<file path="src/rtl/tt_serial_pkg.sv">
// Shared definitions for the bit-serial adder: FSM state encoding,
// pin-map bit positions for ui_in/uo_out, and the bit-counter width.
// Ports: none (package only).
package tt_serial_pkg;

    typedef enum logic [1:0] {
        IDLE = 2'd0,
        RUN  = 2'd1,
        DONE = 2'd2
    } state_t;

    // ui_in bit positions
    localparam int UI_A     = 0;
    localparam int UI_B     = 1;
    localparam int UI_VLD   = 2;
    localparam int UI_START = 3;

    // uo_out bit positions
    localparam int UO_SUM   = 0;
    localparam int UO_SVLD  = 1;
    localparam int UO_COUT  = 2;
    localparam int UO_DONE  = 3;
    localparam int UO_BUSY  = 4;

    // Counter is sized for the largest legal operand width.
    localparam int CNT_W = $clog2(8);

endpackage

</file>
<file path="src/rtl/tt_ha_cell.sv">
// Combinational half adder cell; two of these plus an OR make a full adder.
// Latency: zero (pure combinational). Backpressure: none.
// Ports: a_i, b_i operand bits; sum_o = a^b; carry_o = a&b.
module tt_ha_cell (
    input  logic a_i,
    input  logic b_i,
    output logic sum_o,
    output logic carry_o
);

    assign sum_o   = a_i ^ b_i;
    assign carry_o = a_i & b_i;

endmodule

</file>
<file path="src/rtl/tt_um_serial_adder.sv">
// Bit-serial adder, LSB first, with registered carry and parallel sum output.
// Latency: each accepted bit pair yields its sum bit one cycle later; done one cycle after the last pair.
// Backpressure: none; in_valid may gap for any number of cycles, ena low freezes all state.
// Ports: clk, rst_n (async active-low), ena; ui_in[0]=a, [1]=b, [2]=in_valid, [3]=start;
//        uo_out[0]=sum_bit, [1]=sum_valid, [2]=carry_out, [3]=done, [4]=busy;
//        uio_out = assembled sum (zero-extended), uio_oe = all ones, uio_in unused.
module tt_um_serial_adder
    import tt_serial_pkg::*;
#(
    parameter int WIDTH = 8
) (
    input  logic       clk,
    input  logic       rst_n,
    input  logic       ena,
    input  logic [7:0] ui_in,
    output logic [7:0] uo_out,
    input  logic [7:0] uio_in,
    output logic [7:0] uio_out,
    output logic [7:0] uio_oe
);

    state_t             state_q, state_d;
    logic [CNT_W-1:0]   cnt_q, cnt_d;
    logic               carry_q, carry_d;
    logic [WIDTH-1:0]   sum_q, sum_d;
    logic               sum_bit_q, sum_bit_d;
    logic               sum_vld_q, sum_vld_d;
    logic               carry_out_q, carry_out_d;
    logic               done_q, done_d;

    logic a_bit, b_bit, in_vld, start;
    logic ha0_sum, ha0_carry, ha1_sum, ha1_carry;
    logic carry_next;
    logic unused_inputs;

    assign a_bit  = ui_in[UI_A];
    assign b_bit  = ui_in[UI_B];
    assign in_vld = ui_in[UI_VLD];
    assign start  = ui_in[UI_START];

    assign unused_inputs = &{1'b0, ui_in[7:4], uio_in};

    // Full adder: first cell adds the operands, second folds in the carry.
    tt_ha_cell u_ha0 (
        .a_i     (a_bit),
        .b_i     (b_bit),
        .sum_o   (ha0_sum),
        .carry_o (ha0_carry)
    );

    tt_ha_cell u_ha1 (
        .a_i     (ha0_sum),
        .b_i     (carry_q),
        .sum_o   (ha1_sum),
        .carry_o (ha1_carry)
    );

    assign carry_next = ha0_carry | ha1_carry;

    always_comb begin
        state_d     = state_q;
        cnt_d       = cnt_q;
        carry_d     = carry_q;
        sum_d       = sum_q;
        sum_bit_d   = sum_bit_q;
        sum_vld_d   = 1'b0;          // sum_valid is a single-cycle pulse
        carry_out_d = carry_out_q;
        done_d      = done_q;

        if (start) begin
            // start wins over in_valid: the coincident bit pair is dropped.
            state_d     = RUN;
            cnt_d       = '0;
            carry_d     = 1'b0;
            sum_d       = '0;
            carry_out_d = 1'b0;
            done_d      = 1'b0;
        end else if (state_q == RUN && in_vld) begin
            sum_bit_d = ha1_sum;
            sum_vld_d = 1'b1;
            carry_d   = carry_next;
            for (int i = 0; i < WIDTH; i++) begin
                if (cnt_q == CNT_W'(i)) begin
                    sum_d[i] = ha1_sum;
                end
            end
            if (cnt_q == CNT_W'(WIDTH - 1)) begin
                state_d     = DONE;
                cnt_d       = '0;
                done_d      = 1'b1;
                carry_out_d = carry_next;
            end else begin
                cnt_d = cnt_q + CNT_W'(1);
            end
        end else if (state_q != IDLE && state_q != RUN && state_q != DONE) begin
            // Unused encoding recovers to IDLE.
            state_d = IDLE;
        end
    end

    always_ff @(posedge clk or negedge rst_n) begin
        if (!rst_n) begin
            state_q     <= IDLE;
            cnt_q       <= '0;
            carry_q     <= 1'b0;
            sum_q       <= '0;
            sum_bit_q   <= 1'b0;
            sum_vld_q   <= 1'b0;
            carry_out_q <= 1'b0;
            done_q      <= 1'b0;
        end else if (ena) begin
            state_q     <= state_d;
            cnt_q       <= cnt_d;
            carry_q     <= carry_d;
            sum_q       <= sum_d;
            sum_bit_q   <= sum_bit_d;
            sum_vld_q   <= sum_vld_d;
            carry_out_q <= carry_out_d;
            done_q      <= done_d;
        end
    end

    always_comb begin
        uo_out          = '0;
        uo_out[UO_SUM]  = sum_bit_q;
        uo_out[UO_SVLD] = sum_vld_q;
        uo_out[UO_COUT] = carry_out_q;
        uo_out[UO_DONE] = done_q;
        uo_out[UO_BUSY] = (state_q == RUN);
    end

    always_comb begin
        uio_out             = '0;
        uio_out[WIDTH-1:0]  = sum_q;
    end

    assign uio_oe = 8'hFF;

endmodule
</file>
<file path="config.mk">
export PLATFORM = sky130hd
export DESIGN_NAME = tt_um_serial_adder
export DESIGN_NICKNAME = d
export VERILOG_FILES = /design/src/rtl/tt_serial_pkg.sv /design/src/rtl/tt_ha_cell.sv /design/src/rtl/tt_um_serial_adder.sv
export SDC_FILE = /design/constraint.sdc
export NUM_CORES = 1
export LEC_CHECK = 0
export ABC_AREA = 1
export ABC_CLOCK_PERIOD_IN_PS = 2900
export CAP_MARGIN = 25
export CORE_MARGIN = 2
export CORE_UTILIZATION = 32
export CTS_CLUSTER_DIAMETER = 100
export CTS_CLUSTER_SIZE = 8
export DETAILED_ROUTE_END_ITERATION = 8
export GPL_ROUTABILITY_DRIVEN = 1
export PLACE_DENSITY = 0.74
export SLEW_MARGIN = 20
export SYNTH_ARGS = -nofsm -noshare
export SYNTH_HDL_FRONTEND = slang
export SYNTH_HIERARCHICAL = 1
export SYNTH_SLANG_ARGS = --single-unit
</file>
<file path="constraint.sdc">
create_clock -name clk -period 2.9 [get_ports clk]
set_input_delay 0.435 -clock clk [delete_from_list [all_inputs] [get_ports clk]]
set_output_delay 0.435 -clock clk [all_outputs]
set_load 0.01 [all_outputs]
</file>
# Yosys cells after proc, flatten, opt, wreduce, memory -nomap -nowiden
# Index checks and enable logic that the tools add are counted.
[op_classes] n_addsub=1 eq_ne=11 mux=27 bitwise=6 n_reduce_logical=26
[op_table] cell="3-bit AND reduction" count=10
[op_table] cell="2-bit nonzero test" count=10
[op_table] cell="1-bit two-way mux" count=18
[op_table] cell="8-bit two-way mux" count=2
[op_table] cell="3-bit == test (second input constant)" count=4
[op_table] cell="3-bit two-way mux" count=3
[op_table] cell="2-bit two-way mux" count=4
[op_table] cell="3-bit by 2-bit == test with 1-bit output (second input constant)" count=2
[op_table] cell="3-bit by 1-bit adder with 3-bit output (second input constant)" count=1
[op_table] cell="3-bit by 1-bit == test with 1-bit output (second input constant)" count=1
[op_table] cell="1-bit logical AND" count=3
[op_table] cell="3-bit zero test" count=1
[op_table] cell="3-bit by 2-bit inequality test with 1-bit output (second input constant)" count=1
[op_table] cell="3-bit nonzero test" count=1
[op_table] cell="1-bit bitwise AND" count=2
[op_table] cell="2-bit by 1-bit == test with 1-bit output (second input constant)" count=1
[op_table] cell="2-bit by 1-bit inequality test with 1-bit output (second input constant)" count=1
[op_table] cell="2-bit inequality test (second input constant)" count=1
[op_table] cell="2-bit AND reduction" count=1
[op_table] cell="1-bit bitwise XOR" count=2
[op_table] cell="1-bit inverter" count=1
[op_table] cell="1-bit OR" count=1
[totals] ff_bits=18 inputBits=19 out_inout_bits=24 word_cells=86

# Longest topological paths before layout
# Gate-level depths: netlist of run 1.
[logic_depth] word_depth=6 mapped_depth=7 ltp_nobuf=7

# Cells and area by module
# Netlist of run 1, hierarchy kept.
[modules_own_cells] mod="tt_um_serial_adder" n_inst=1 cells_each=122 area_per_inst_um2=1066.0 seq_area_each_um2=450.4
[modules_own_cells] mod="tt_ha_cell" n_inst=2 cells_each=1 area_per_inst_um2=12.5 seq_area_each_um2=0.0

# Worst setup path before layout of run 1
# No wires, ideal clock.
[synth_path] kind="input-to-reg" from="input port ui_in[0]" to="register carry_q" setup_ns=0.126 arrival_time_ns=1.298 required_ns=2.774 slack_ns=1.476 cell_stages=5 path_buffers=0 cell_sequence="ha_1 -> ha_1 -> or2_2 -> nand2_1 -> o21ai_0"
[synth_between] elab_chain_cells=5 word_cells_on_any_way=6 classes_between="mux: 2; bitwise: 4"
[synth_lines] item="from (decl)" line_no="tt_um_serial_adder.sv:15" source="input logic [7:0] ui_in,"
[synth_lines] item="1-bit bitwise XOR" line_no="tt_ha_cell.sv:11" source="assign sum_o = a_i ^ b_i;"
[synth_lines] item="1-bit bitwise AND" line_no="tt_ha_cell.sv:12" source="assign carry_o = a_i & b_i;"
[synth_lines] item="named net ha1_carry" line_no="tt_um_serial_adder.sv:32" source="logic ha0_sum, ha0_carry, ha1_sum, ha1_carry;"
[synth_lines] item="1-bit OR" line_no="tt_um_serial_adder.sv:58" source="assign carry_next = ha0_carry | ha1_carry;"
[synth_lines] item="1-bit two-way mux" line_no="tt_um_serial_adder.sv:78" source="end else if (state_q == RUN && in_vld) begin"
[synth_lines] item="1-bit two-way mux" line_no="tt_um_serial_adder.sv:70" source="if (start) begin"
[synth_lines] item="to (signal assigned)" line_no="tt_um_serial_adder.sv:114" source="carry_q <= carry_d;"
[synth_lines] item="to (decl)" line_no="tt_um_serial_adder.sv:24" source="logic carry_q, carry_d;"
# The timed path passes the listed nets, and every way through them passes these cells. The select of a mux whose other input is x is not followed.
# A chain may end at the register's enable or synchronous reset.

# Worst setup path after layout of run 1
[layout_path] from="register state_q[0]" to="output port uo_out[4]"
[layout_between] elab_chain_cells=1
[layout_lines] item="from (decl)" line_no="tt_um_serial_adder.sv:22" source="state_t state_q, state_d;"
[layout_lines] item="from (signal assigned)" line_no="tt_um_serial_adder.sv:112" source="state_q <= state_d;"
[layout_lines] item="2-bit by 1-bit == test with 1-bit output" line_no="tt_um_serial_adder.sv:129" source="uo_out[UO_BUSY] = (state_q == RUN);"
[layout_lines] item="to (decl)" line_no="tt_um_serial_adder.sv:16" source="output logic [7:0] uo_out,"
# Every way passes these cells.

==> results of run 1 <==
## state kept, by name (all words and copies together), names as in the netlist
register / flops
sum_bit_q: 1
uio_out: 8
carry_out_q: 1
sum_vld_q: 1
state_q: 2
carry_q: 1
cnt_q: 3
done_q: 1
## final timing paths
kind | startpoint | endpoint | slack (ps) | cells past startpoint
worst max register to register | cnt_q[0]$_DFFE_PN0P_ | uio_out[7]$_DFFE_PN0P_ | 1520 | 6
max in group asynchronous | rst_n | done_q$_DFFE_PN0P_ | 1840 | 1
worst max-delay path | state_q[0]$_DFFE_PN0P_ | uo_out[4] | 990 | 3
worst min-delay path | done_q$_DFFE_PN0P_ | done_q$_DFFE_PN0P_ | 480 | 2
min in group asynchronous | rst_n | uio_out[6]$_DFFE_PN0P_ | 570 | 1
worst min register to register | done_q$_DFFE_PN0P_ | done_q$_DFFE_PN0P_ | 480 | 2
## cell families after synthesis
family / synth area share
flip-flops: 0.4128
buffers and inverters: 0.1640
AND/OR/NAND/NOR: 0.2259
AO/OA/AOI/OAI: 0.09863
adder cells (fa/ha/maj): 0.09175
other: 0.006883
## worst max-delay path: stages, from the launching register on
cell                              delay (ps)
sky130_fd_sc_hd__dfrtp_1                 420
sky130_fd_sc_hd__inv_1                    90
sky130_fd_sc_hd__nor2_4                  110
sky130_fd_sc_hd__clkdlybuf4s50_1         540
## placed cells by master (no fill, tap or decap), drive strengths merged
cell | netlist | final
clkinv | 1 | 1
or2 | 2 | 2
nand4 | 3 | 3
nand2 | 27 | 27
dfrtp | 18 | 18
a21oi | 1 | 1
ha | 8 | 8
clkdlybuf4s50 | 0 | 19
o21ai | 17 | 17
nand3 | 12 | 12
clkbuf | 0 | 4
nor2 | 2 | 2
conb | 2 | 11
inv | 12 | 12
nand3b | 1 | 1
o22ai | 1 | 1
## power by group through the flow
stage	Clock, mW	Sequential, mW	Combinational (mW)
floorplan	0	0.324	0.116
global placement	0	0.316	0.198
detailed placement	0	0.317	0.199
CTS	0.162	0.312	0.201
global route	0.167	0.316	0.220
finish	0.160	0.311	0.198
## area by class of cell
class | count | area [µm²] | share of cell area
timing repair buffer | 19 | 190.2 | 0.1486
tap | 46 | 57.56 | 0.04497
sequential | 18 | 450.4 | 0.3519
clock buffer | 4 | 36.28 | 0.02835
inverter | 13 | 50.05 | 0.03910
multi-input combinational | 85 | 495.5 | 0.3871
## routing by layer
layer | up-vias | global-route usage | wire length (µm)
li1 | 405 | - | -
met1 | 362 | 0.1174 | 815
met2 | 23 | 0.1467 | 844
met3 | 5 | 0.02703 | 103
met4 | 0 | 0.04167 | 40
met5 | - | 0 | 0
## stage by stage
step	utilization	power [mW]	hold slack, ps	worst slack (ps)
2_1_floorplan	-	0.4401	139.4	1476
3_5_place_dp	0.3757	0.5161	461.3	960.2
5_1_grt	0.3866	0.7037	513.0	917.8
6_report	0.3866	0.6687	481.3	993.8
4_1_cts	0.3866	0.6743	487.6	991.3
3_3_place_gp	0.3757	0.5136	464.1	927.2
==> impl_summary.log, run 1 <==
[metrics] run status: complete, no violations
[metrics] internal power: 0.4620 mW
[metrics] proportion of synthesized chip area in sequential cells: 0.4128
[metrics] RSZ-0062 raised after global routing: false
[metrics] sw frac: 0.3092
[metrics] Reg power frac: 0.465
[metrics] remaining routing DRC violations: 0
[metrics] worst setup path category: register to output port
[metrics] Initial Utilization: 0.3296
[metrics] global placer's final weighted congestion: 0.7852
[metrics] Sw Pwr: 0.2067 mW
[metrics] top-level I/O count: 43
[metrics] placed cell area: 1244 µm²
[metrics] layout overhead on the synthesized area: 17.32%
[metrics] leakage power of the design: 0.6185 nW
[metrics] headroom to the max-slew limit: 0.4756
[metrics] die boundary height: 62.39 µm
[metrics] sort of element at the start of the critical path: register
[metrics] global route overflow: 0
[metrics] DRT antenna net count: 0
[metrics] area of the die: 3893 µm²
[metrics] combinational power share: 0.296
[metrics] time the final worst path needs with I/O delays and setup: 1906 ps
[metrics] CTS buffer count: 3
[metrics] number of synthesized flops with an enable pin: 0
[metrics] number of cells upsized or downsized after cts: 0
[metrics] Final Max Slew Viols: 0
[metrics] share of layout cells above drive strength 1: 0.1007
[metrics] Critical Path End Type: output port
[metrics] clock tree from TritonCTS: done
[metrics] critical path arrival: 1470 ps
[metrics] Yosys reg bits: 18
[metrics] maximum level of the CTS H-tree: 1
[metrics] number of input and output port buffers inserted: 19
[metrics] commonest register cell after synthesis: sky130_fd_sc_hd__dfrtp_1
[metrics] TNS Setup: 0 ps
[metrics] Final Non-Filler Cells: 185
[metrics] largest net degree at the start of global routing: 19
[metrics] number of endpoints failing setup at the final stage: 0
[metrics] largest fanout of any net on the critical path: 4
[metrics] final instance area: 1280 µm²
[metrics] global-route usage over all layers: 0.09259
[metrics] number of nets in the layout: 167
[metrics] Post-synth ARST share: 1.000
[metrics] number of iterations in the first detailed-routing pass: 4
[metrics] mean cell area of the mapped netlist: 8.799 µm²
[metrics] portion of total power attributed to the clock network: 0.239
[metrics] dominant cell type by area after synthesis: sky130_fd_sc_hd__dfrtp_1
[metrics] Reg clk slew, reported paths: 100 ps
[metrics] final critical-path share of the clock period: 0.6573
[metrics] Post-CTS Hold Fix Bufs: 0
[metrics] list of most frequent post-synthesis cells: sky130_fd_sc_hd__nand2_1 (26), sky130_fd_sc_hd__dfrtp_1 (18), sky130_fd_sc_hd__buf_4 (15)
[metrics] top cell type's share of synthesized area: 0.4128
[metrics] # Max-Cap Violations: 0
[metrics] Post CTS Setup Buffer Count: 0
[metrics] Netlist Area Pre-Place: 1091 µm²
[metrics] HPWL reported at the end of detailed placement: 1356 µm
[metrics] maximum clock frequency: 0.5246 GHz
[metrics] worst hold path class: register to register
[metrics] via count normalized by instance count: 4.297
[metrics] largest voltage drop on the vdd net: 0.1644 mV
[metrics] number of fill cells in the layout: 344
[metrics] sinks on the clock net: 18
[metrics] Synth area leaders: sky130_fd_sc_hd__dfrtp_1 (41%), sky130_fd_sc_hd__buf_4 (10%), sky130_fd_sc_hd__ha_1 (9.2%)
[metrics] detailed-route wire length per cell: 9.751 µm
[metrics] Placed Instances: 181
[metrics] FP Rows: 21
[metrics] synthesis warning total: 6
[metrics] number of vias in the routed layout: 795
[metrics] total power per unit cell area: 522.4 nW/µm²
[metrics] count of different cell masters after synthesis: 23
[metrics] most used standard cell by instance count after synthesis: sky130_fd_sc_hd__nand2_1
[metrics] antenna violations before repair: 0
[metrics] x dimension of the die: 62.39 µm
[metrics] transition time at the pin with the least slew margin: 784.2 ps
[metrics] antenna diode count: 0
[metrics] count of routing violations after the opening detailed-route iteration: 26
[metrics] final number of hold-violating endpoints: 0
[metrics] critical path data required time: 2470 ps
[metrics] Total Wirelength: 1804 µm
[metrics] Worst Skew: 2.246 ps
[metrics] Clock Latency Late Sink: 300 ps
[metrics] clock root buffer: sky130_fd_sc_hd__clkbuf_4
[metrics] gate count of the mapped netlist: 124
[metrics] first-pass GRT wire length: 2877 µm
[metrics] core outline area: 3311 µm²
[metrics] number of global-route vias before repair: 655
[metrics] CTS Buffer Depth: 2
No activity file was read; power rests on OpenSTA's default activity.
==> run 2: changes to the inputs <==
Settings changed: ABC_CLOCK_PERIOD_IN_PS 2900 to 1900.
Clock period 2.9 ns to 1.9 ns, I/O delays scaled along.
==> run 2 against run 1 <==
Final area rose by 1.2%. First-iteration DRC count decreased by 54%. Routed wire length rose by 0.50%. Register-to-register slack lost 970 ps. Critical path type unchanged.
==> impl_summary.log, run 2 (synthesized netlist as in run 1, its figures left out) <==
[metrics] number of fill cells in the layout: 348 (was 344)
[metrics] crit path to: uo_out[4] (unchanged)
[metrics] RSZ-0062 raised after global routing: false (unchanged)
[metrics] final number of hold-violating endpoints: 0 (unchanged)
[metrics] worst hold path class: primary input to asynchronous set/reset pin (was register to register)
[metrics] number of cells upsized or downsized after cts: 0 (unchanged)
[metrics] timing startpoint of the critical path: state_q[0]$_DFFE_PN0P_ (unchanged)
[metrics] HPWL reported at the end of detailed placement: 1407 µm (was 1356 µm)
[metrics] TNS Setup: 0 ps (unchanged)
[metrics] sw frac: 0.3057 (was 0.3092)
[metrics] FP Rows: 21 (unchanged)
[metrics] CTS buffer count: 3 (unchanged)
[metrics] number of vias in the routed layout: 783 (was 795)
[metrics] clock tree from TritonCTS: done (unchanged)
[metrics] worst setup path category: register to output port (unchanged)
[metrics] maximum level of the CTS H-tree: 1 (unchanged)
[metrics] number of iterations in the first detailed-routing pass: 4 (unchanged)
[metrics] number of input and output port buffers inserted: 19 (unchanged)
[metrics] largest fanout of any net on the critical path: 4 (unchanged)
[metrics] highest-count cells in the layout ignoring fill and taps: sky130_fd_sc_hd__nand2_1 (26), sky130_fd_sc_hd__clkdlybuf4s50_1 (19), sky130_fd_sc_hd__dfrtp_1 (18) (unchanged)
[metrics] portion of total power attributed to the clock network: 0.235 (was 0.239)
[metrics] area occupied by multi-input gates: 495.5 µm² (unchanged)
[metrics] Total Wirelength: 1813 µm (was 1804 µm)
[metrics] detailed-route wire length per cell: 9.695 µm (was 9.751 µm)
[metrics] leakage power of the design: 0.6281 nW (was 0.6185 nW)
[metrics] critical path data required time: 1620 ps (was 2470 ps)
[metrics] clock root buffer: sky130_fd_sc_hd__clkbuf_4 (unchanged)
[metrics] Reg power frac: 0.465 (about the same)
[metrics] Largest register FFs: 8 (unchanged)
[metrics] reg-to-reg startpoint: cnt_q[0]$_DFFE_PN0P_ (unchanged)
[metrics] global-route usage over all layers: 0.1002 (was 0.09259)
[metrics] overall power: 1.020 mW (was 0.6687 mW)
[metrics] CTS Buffer Depth: 2 (unchanged)
[metrics] Worst Skew: 1.974 ps (was 2.246 ps)
[metrics] antenna violations before repair: 0 (unchanged)
[metrics] run status: complete, no violations (unchanged)
[metrics] Post CTS Setup Buffer Count: 0 (unchanged)
[metrics] via count normalized by instance count: 4.187 (was 4.297)
[metrics] Reg clk slew, reported paths: 100 ps (about the same)
[metrics] combinational power share: 0.299 (was 0.296)
[metrics] Clock Latency Late Sink: 300 ps (about the same)
[metrics] # Max-Cap Violations: 0 (unchanged)
[metrics] maximum clock frequency: 0.5713 GHz
[metrics] Post-CTS Hold Fix Bufs: 0 (unchanged)
[metrics] most frequent standard cell in the layout excluding fill and tap cells: sky130_fd_sc_hd__nand2_1 (unchanged)
[metrics] Sw Pwr: 0.3118 mW (was 0.2067 mW)
[metrics] sinks on the clock net: 18 (unchanged)
[metrics] first-pass GRT wire length: 3056 µm (was 2877 µm)
[metrics] final critical-path share of the clock period: 0.9212
[metrics] top-level I/O count: 43 (unchanged)
[metrics] largest net degree at the start of global routing: 19 (unchanged)
[metrics] DRT antenna net count: 0 (unchanged)
[metrics] share of layout cells above drive strength 1: 0.1135 (was 0.1007)
[metrics] time the final worst path needs with I/O delays and setup: 1750 ps
[metrics] layout overhead on the synthesized area: 18.69% (was 17.32%)
[metrics] x dimension of the die: 62.39 µm (unchanged)
[metrics] worst r2r dst: uio_out[7]$_DFFE_PN0P_ (unchanged)
[metrics] slack of the worst reg-to-reg path: 550 ps (was 1520 ps)
[metrics] number of global-route vias before repair: 727 (was 655)
[metrics] global placer's final weighted congestion: 0.7863 (was 0.7852)
[metrics] global route overflow: 0 (unchanged)
[metrics] core outline area: 3311 µm² (unchanged)
[metrics] die boundary height: 62.39 µm (unchanged)
[metrics] largest voltage drop on the vdd net: 0.1958 mV (was 0.1644 mV)
[metrics] count of routing violations after the opening detailed-route iteration: 12 (was 26)
[metrics] total power per unit cell area: 787.5 nW/µm² (was 522.4 nW/µm²)
[metrics] sequential cell area: 450.4 µm² (unchanged)
[metrics] antenna diode count: 0 (unchanged)
[metrics] number of endpoints failing setup at the final stage: 0 (unchanged)
[metrics] worst reg2reg path depth: 6 (unchanged)
[metrics] remaining routing DRC violations: 0 (unchanged)
[metrics] Final Max Slew Viols: 0 (unchanged)
[metrics] Initial Utilization: 0.3296 (unchanged)
[metrics] Critical Path End Type: output port (unchanged)
[metrics] number of nets in the layout: 169 (was 167)
[metrics] worst hold slack: 294.0 ps (was 481.3 ps)
[metrics] area of the die: 3893 µm² (unchanged)
[metrics] internal power: 0.7080 mW (was 0.4620 mW)
[metrics] sort of element at the start of the critical path: register (unchanged)
[metrics] critical path arrival: 1470 ps (about the same)
[run 2: changes by cell type in the layout (fill, tap and decap cells not counted)]
cell | previous run | this run
sky130_fd_sc_hd__buf_4 | 0 | 2
[run 2: stage by stage]
step / util / setup WS [ps] / area (µm²) / std cells
floorplan: - / 618.2 / 1125 / 133
global placement: 0.3802 / 76.41 / 1259 / 183
detailed placement: 0.3802 / 111.1 / 1259 / 183
CTS: 0.3912 / 129.4 / 1295 / 187
global route: 0.3912 / 60.51 / 1295 / 187
finish: 0.3912 / 149.7 / 1295 / 187
[run 2: worst min-delay path by stage]
stage,cells past startpoint,endpoint,from
floorplan,0,carry_out_q$_DFFE_PN0P_,rst_n
global placement,2,done_q$_DFFE_PN0P_,done_q$_DFFE_PN0P_
detailed placement,2,done_q$_DFFE_PN0P_,done_q$_DFFE_PN0P_
CTS,2,cnt_q[0]$_DFFE_PN0P_,rst_n
global route,2,carry_q$_DFFE_PN0P_,rst_n
finish,2,uio_out[2]$_DFFE_PN0P_,rst_n
[run 2: layout make-up]
class / count / share of cell area
Sequential cell: 18 / 0.3478
Tap cell: 46 / 0.04444
Inverter: 13 / 0.03865
Timing Repair Buffer: 21 / 0.1585
Clock buffer: 4 / 0.02802
Multi-Input combinational cell: 85 / 0.3826
[run 2: power groups by stage]
stage / sequential, mW / combinational (mW) / clock, mW
detailed placement: 0.483 / 0.308 / 0
global placement: 0.482 / 0.305 / 0
CTS: 0.475 / 0.311 / 0.245
floorplan: 0.495 / 0.177 / 0
finish: 0.475 / 0.305 / 0.240
global route: 0.482 / 0.342 / 0.251
[run 2: worst max-delay path: stages, from the launching register on]
cell                              delay, ps
sky130_fd_sc_hd__dfrtp_1                420
sky130_fd_sc_hd__inv_1                   90
sky130_fd_sc_hd__nor2_4                 110
sky130_fd_sc_hd__clkdlybuf4s50_1        540
[run 2: routing by layer]
metal | GRT usage | vias to the layer above | part of all wire
met5 | 0 | - | 0
met4 | 0.05000 | 0 | 0.023
met3 | 0.02162 | 5 | 0.044
met2 | 0.1753 | 20 | 0.49
met1 | 0.1158 | 346 | 0.45
li1 | - | 412 | -
